File: config.mk
export PLATFORM = sky130hd
export DESIGN_NAME = ip_pwm_demod
export DESIGN_NICKNAME = d
export VERILOG_FILES = /design/src/rtl/ip_pwm_demod.sv
export SDC_FILE = /design/constraint.sdc
export NUM_CORES = 1
export LEC_CHECK = 0
export ABC_CLOCK_PERIOD_IN_PS = 3150
export CAP_MARGIN = 20
export CORE_MARGIN = 3
export CORE_UTILIZATION = 57
export CTS_BUF_LIST = sky130_fd_sc_hd__clkbuf_4
export DETAILED_ROUTE_END_ITERATION = 7
export PLACE_DENSITY = 0.85
export SYNTH_ARGS = -nofsm -noshare
export SYNTH_HDL_FRONTEND = slang
export SYNTH_SLANG_ARGS = --single-unit
File: constraint.sdc
create_clock -name clk -period 3.15 [get_ports clk]
set_clock_uncertainty 0.15 [all_clocks]
set_input_delay 0.63 -clock clk [delete_from_list [all_inputs] [get_ports clk]]
set_output_delay 0.63 -clock clk [all_outputs]
set_load 0.03 [all_outputs]
File: src/rtl/ip_pwm_demod.sv
// ip_pwm_demod: recovers a 16-bit level from a 1-bit PWM stream by counting
// high samples over a window of 2^WINDOW_BITS enable ticks.
module ip_pwm_demod #(
  parameter int WINDOW_BITS = 10
) (
  input  logic        clk,
  input  logic        reset,
  input  logic        enable,
  input  logic        pwm_wave,
  output logic [15:0] signal_level,
  output logic        level_valid,
  output logic        pwm_active
);
  localparam int W = WINDOW_BITS;
  localparam logic [W-1:0] TICK_LAST = '1;
  localparam logic [W:0]   CNT_FULL  = {1'b1, {W{1'b0}}};

  logic [1:0]   sync_ff;
  logic         sync_in;
  logic         prev_sample;
  logic         edge_seen;
  logic         smp_edge;
  logic         win_close;
  logic [W-1:0] tick_cnt;
  logic [W:0]   high_cnt;
  logic [W:0]   final_cnt;
  logic [15:0]  lvl_ext;
  logic [15:0]  level_next;

  // Derive the current sample's edge and the window result including it.
  always_comb begin
    sync_in    = sync_ff[1];
    smp_edge   = sync_in ^ prev_sample;
    win_close  = (tick_cnt == TICK_LAST);
    final_cnt  = high_cnt + (W+1)'(sync_in);
    lvl_ext    = '0;
    lvl_ext[W-1:0] = final_cnt[W-1:0];
    // A full window cannot be represented after the shift, so saturate it.
    level_next = (final_cnt == CNT_FULL) ? 16'hFFFF : (lvl_ext << (16 - W));
  end

  // Two-flop synchronizer; runs every clk regardless of enable.
  always_ff @(posedge clk) begin
    if (reset) sync_ff <= '0;
    else       sync_ff <= {sync_ff[0], pwm_wave};
  end

  // Per-tick sampling: window position, high count and edge tracking.
  always_ff @(posedge clk) begin
    if (reset) begin
      prev_sample <= 1'b0;
      tick_cnt    <= '0;
      high_cnt    <= '0;
      edge_seen   <= 1'b0;
    end else if (enable) begin
      prev_sample <= sync_in;
      tick_cnt    <= tick_cnt + W'(1);
      if (win_close) begin
        high_cnt  <= '0;
        edge_seen <= 1'b0;
      end else begin
        high_cnt  <= final_cnt;
        edge_seen <= edge_seen | smp_edge;
      end
    end
  end

  // Publish the window result with a single-cycle strobe.
  always_ff @(posedge clk) begin
    if (reset) begin
      signal_level <= '0;
      level_valid  <= 1'b0;
      pwm_active   <= 1'b0;
    end else begin
      level_valid <= 1'b0;
      if (enable && win_close) begin
        signal_level <= level_next;
        pwm_active   <= edge_seen | smp_edge;
        level_valid  <= 1'b1;
      end
    end
  end

endmodule

# After elaboration in Yosys (flattened, before gate mapping)
# Index checks and enable logic that the tools add are counted.
[word_totals]
input_bits = 4
latchBits = 0
mem_bits_ro = 0
n_memories = 0
ram_bits = 0
ff_bits = 43
[op_classes]
bitwise = 2
n_div = 0
addsub = 2
n_mux = 4
n_reduce_logical = 1
shifts = 0
magnitude_cmp = 0
n_eq_ne = 2
n_mul = 0
[ops]
columns = ["op", "n"]
rows = [
  ["two-way mux 16 bit", 1],
  ["adder 11 x 1 -> 11 bit", 1],
  ["== test 11 bit (second input constant)", 1],
  ["two-way mux 11 bit", 1],
  ["adder 10 x 1 -> 10 bit (second input constant)", 1],
  ["== test 10 bit (second input constant)", 1],
  ["two-way mux 1 bit", 2],
  ["logical AND 1 bit", 1],
  ["OR 1 bit", 1],
  ["XOR 1 bit", 1],
]

# Depth between registers and ports, before layout
[logic_depth]
ltp_word = 3
depth_mapped = 7
depth_no_buf = 7

# Worst setup path before layout
# Ideal clock, no wire load.
[synth_timing]
path_kind = "flip-flop to flip-flop"
start = "register sync_ff[1]"
end = "register signal_level[12]"
path_slack_ps = 778
arrival_ps = 2134
n_path_buf = 0
setup_time_ps = 88
stages_incl_launch_ff = 8
path_cell_list = "dfxtp_1 ha_1 ha_1 nand3_1 or4_4 a32oi_2 nand4_4 a311oi_2"
[synth_via]
elab_chain_len = 3
[synth_rtl]
columns = ["element", "line", "text"]
rows = [
  ["start, declared", "18", "logic [1:0] sync_ff;"],
  ["start signal, assigned", "45", "else sync_ff <= {sync_ff[0], pwm_wave};"],
  ["adder 11 x 1 -> 11 bit *", "35", "final_cnt = high_cnt + (W+1)'(sync_in);"],
  ["== test 11 bit", "39", "level_next = (final_cnt == CNT_FULL) ? 16'hFFFF : (lvl_ext << (16 - W));"],
  ["two-way mux 16 bit *", "39", ""],
  ["end signal, assigned", "77", "signal_level <= level_next;"],
  ["end, declared", "10", "output logic [15:0] signal_level,"],
]
# Mark *: on every way between the ends. The rest lies on a longest branch, timed or not.
# A chain may end at the register's enable or synchronous reset.

# Worst setup path after layout
# Ends and elaborated chain as after synthesis.

==> metrics.cfg <==
[run_status]
status = complete, no violations

[cts]
ctsHoldBuffers = 0
post_cts_buffers = 0
cts_num_sinks = 38
cts.root.buffer_cell = sky130_fd_sc_hd__clkbuf_4
clock_tree_from_tritoncts = done
cts_buffer_depth = 2
clock_latency_ns = 0.34
clock_buffers_created_by_tritoncts = 5
htree_levels = 2
cts_clock_pin_slew_for_the_worst_setup_and_hold_paths_ns = 0.11
cts_resized = 0

[detailed_routing]
met2_length_mm = 1.57
vias = 1486
first_iter_violations = 90
met3_wirelength_um = 191
dr_drc_count = 0
highest-signal-layer = met4
detailedRoute.firstPassIterationCount = 4
via_density_per_instance = 5.42
drt_wl_total_mm = 3.52
route.detailed.wl_per_inst_um = 12.9
ant_nets = 0
metal1_wirelength_mm = 1.74

[global_routing]
grt_use_total = 0.200
grt-ovfl-total = 0
grt_max_degree = 16
via_count_of_the_first_global_routing_pass = 1347
grt_first_pass_wirelength_mm = 6.37
antenna_violations_before_repair = 0

[critical_path]
setup_crit_start_kind = flop
critPathBufInv = 0
cp_dominant_cell_by_count = sky130_fd_sc_hd__ha_1
crit_path_max_incr_delay_ns = 0.53
reg2reg_from = sync_ff[1]$_SDFF_PP0_
timing.reg2reg.worst_path_depth = 7
crit_family = simple AND/OR/NAND/NOR gates
cp_data_arrival_time_ns = 2.73
critical_path.cell_chain = ha_1 > ha_1 > nand3_1 > or4_4 > a32oi_2 > nand4_4 > a311oi_2
worstSetupEndpointType = flop
worst-endpoint-required_ns = 3.26
critical-path-slowest-cell = sky130_fd_sc_hd__or4_4
worst_r2r_endpoint = signal_level[12]$_SDFFE_PP0P_
timing.reg2reg.setup_slack_ns = 0.53
critical_path.startpoint = sync_ff[1]$_SDFF_PP0_
crit_fanout = 10
critPathKind = reg2reg

[timing]
finalHoldViolCount = 0
max-slew-margin-rel = 0.646
hold_slack_ns = 0.307
clock.fmax_mhz = 382
post-route-period-util = 0.831
timing.setup.tns_ns = 0
worst_pin_slew_ns = 0.528
rsz0062_at_grt = no
final-setup-viol-count = 0
slew_limit_fails = 0
finalCriticalPeriod_ns = 2.62

[final_layout]
final-instance-count-excl-fill = 274
num_antenna_cells = 0
fill_cells = 264
post_route_cells_drive_above_1_share = 0.0870
utilization = 0.689
synthToLayoutAreaGrowth_pct = 13.8
multiInputGateArea_um2 = 987
nets = 236
seqCellArea_um2 = 761

[yosys]
syn-mean-instance-area_um2 = 8.63
yosysWarnings = 0
synthesis.instances = 216
synth.area.top_cells = sky130_fd_sc_hd__dfxtp_1, sky130_fd_sc_hd__nor2_1, sky130_fd_sc_hd__xnor2_1
yosysUniqueCellTypes = 38
synth_enable_flop_cells = 0
yosys_register_bits = 38
synth_top_cell_by_area = sky130_fd_sc_hd__dfxtp_1
mappedNetlistNets = 223
synth_largest_type_area_fraction = 0.408
synth-seq-area-share = 0.408
yosys-top-cells-count = sky130_fd_sc_hd__nor2_1, sky130_fd_sc_hd__dfxtp_1, sky130_fd_sc_hd__a21oi_1, sky130_fd_sc_hd__clkbuf_1, sky130_fd_sc_hd__xnor2_1
post-synth-top-count-cell = sky130_fd_sc_hd__nor2_1
syn-cell-area_mm2 = 0.00186
synth_async_sr_flop_share = 0
synth_flop_cell = sky130_fd_sc_hd__dfxtp_1

[die]
dieArea_mm2 = 0.00399
die_height_um = 63.2
row_count = 20
die_x_um = 63.2
boundaryPins = 22
core_region_area_mm2 = 0.00308
floorplan.initialDensity = 0.605

[placement]
dp.cells = 266
port_buffers = 21
gp_congestion = 0.871
dpl.hpwl_mm = 2.60

[power]
swShare = 0.243
peakVddDrop_mv = 0.212
combinationalPowerShare = 0.051
cellLeakagePower_nw = 0.733
switchingPower_uw = 187
power_frac_seq = 0.633
cellInternalPower_uw = 585
power.density_cell_area_mw_per_mm2 = 365
share_clk_of_total_power = 0.315

[min_path]
hp-class = reg2reg
hold_end = sync_ff[1]$_SDFF_PP0_
worst_hold_path.num_cells = 1
min_from = sync_ff[0]$_SDFF_PP0_

[flow_run]
maxCapViolations = 0

[cell type report]
class	count	share of cell area
sequential	38	0.359
clock inverter	3	0.00767
tap	44	0.0260
multi-input combinational	155	0.466
timing repair buffer	27	0.120
inverter	2	0.00354
clock buffer	5	0.0177
[per-stage QoR]
step                cell area, um^2  power (mW)  worst slack, ns
finish                         2120       0.773            0.531
global route                   2120       0.815            0.349
CTS                            2120       0.779            0.539
detailed placement             2070       0.540            0.570
global placement               2070       0.539            0.665
floorplan                      1860       0.527            0.778
[sequential cells by signal, summed over array words and instances, names as in the netlist]
signal	count
tick_cnt	10
prev_sample	1
edge_seen	1
signal_level	11
level_valid	1
high_cnt	11
pwm_active	1
sync_ff	2
[power by group through the flow]
stage                     combinational [mW]  clock (mW)  sequential (mW)
after global placement                0.0390           0            0.500
after CTS                             0.0399       0.249            0.490
after floorplan                       0.0276           0            0.500
after detailed placement              0.0396           0            0.500
after global routing                  0.0450       0.279            0.491
final                                 0.0396       0.244            0.489
[how the worst max path moves through the flow]
| stage | to | slack, ns | cells after the start |
|---|---|---|---|
| global placement | signal_level[12]$_SDFFE_PP0P_ | 0.67 | 7 |
| finish | signal_level[12]$_SDFFE_PP0P_ | 0.53 | 7 |
| detailed placement | signal_level[12]$_SDFFE_PP0P_ | 0.57 | 7 |
| global route | signal_level[15]$_SDFFE_PP0P_ | 0.35 | 7 |
| CTS | signal_level[12]$_SDFFE_PP0P_ | 0.54 | 7 |
| floorplan | signal_level[12]$_SDFFE_PP0P_ | 0.78 | 7 |
[kinds of logic after synthesis]
kind of cell	share of synthesized area
buffers and inverters	0.0618
AO/OA/AOI/OAI	0.151
XOR/XNOR	0.0940
AND/OR/NAND/NOR	0.254
flip-flops	0.408
multiplexers	0.0107
adder cells (fa/ha/maj)	0.0201
[worst reg2reg max path: cells and delay by family (launching register included)]
family,cells,cell delay [ns]
AND/OR/NAND/NOR,3,0.92
flip-flops,1,0.39
AO/OA/AOI/OAI,2,0.58
adder cells (fa/ha/maj),2,0.50
[cells in the final DEF (no fill, tap or decap), types with 3 or more instances in the layout]
cell and instances:
sky130_fd_sc_hd__a311oi_1 5, sky130_fd_sc_hd__nand2_1 9, sky130_fd_sc_hd__o21ai_0 3, sky130_fd_sc_hd__buf_4 6
sky130_fd_sc_hd__a211oi_1 8, sky130_fd_sc_hd__nand4_1 5, sky130_fd_sc_hd__dfxtp_1 38, sky130_fd_sc_hd__xnor2_1 12
sky130_fd_sc_hd__a21oi_1 12, sky130_fd_sc_hd__clkbuf_4 5, sky130_fd_sc_hd__xor2_1 8, sky130_fd_sc_hd__nor2b_1 10
sky130_fd_sc_hd__ha_1 3, sky130_fd_sc_hd__nor3_1 5, sky130_fd_sc_hd__nor2_1 42, sky130_fd_sc_hd__nand3_1 9
sky130_fd_sc_hd__clkdlybuf4s50_1 21
[layer usage]
metal	track usage	vias to the layer above
met4	0.0782	0
met1	0.274	671
met5	0	-
met3	0.0553	2
li1	-	775
met2	0.299	38
(Power assumes the default switching activity.)
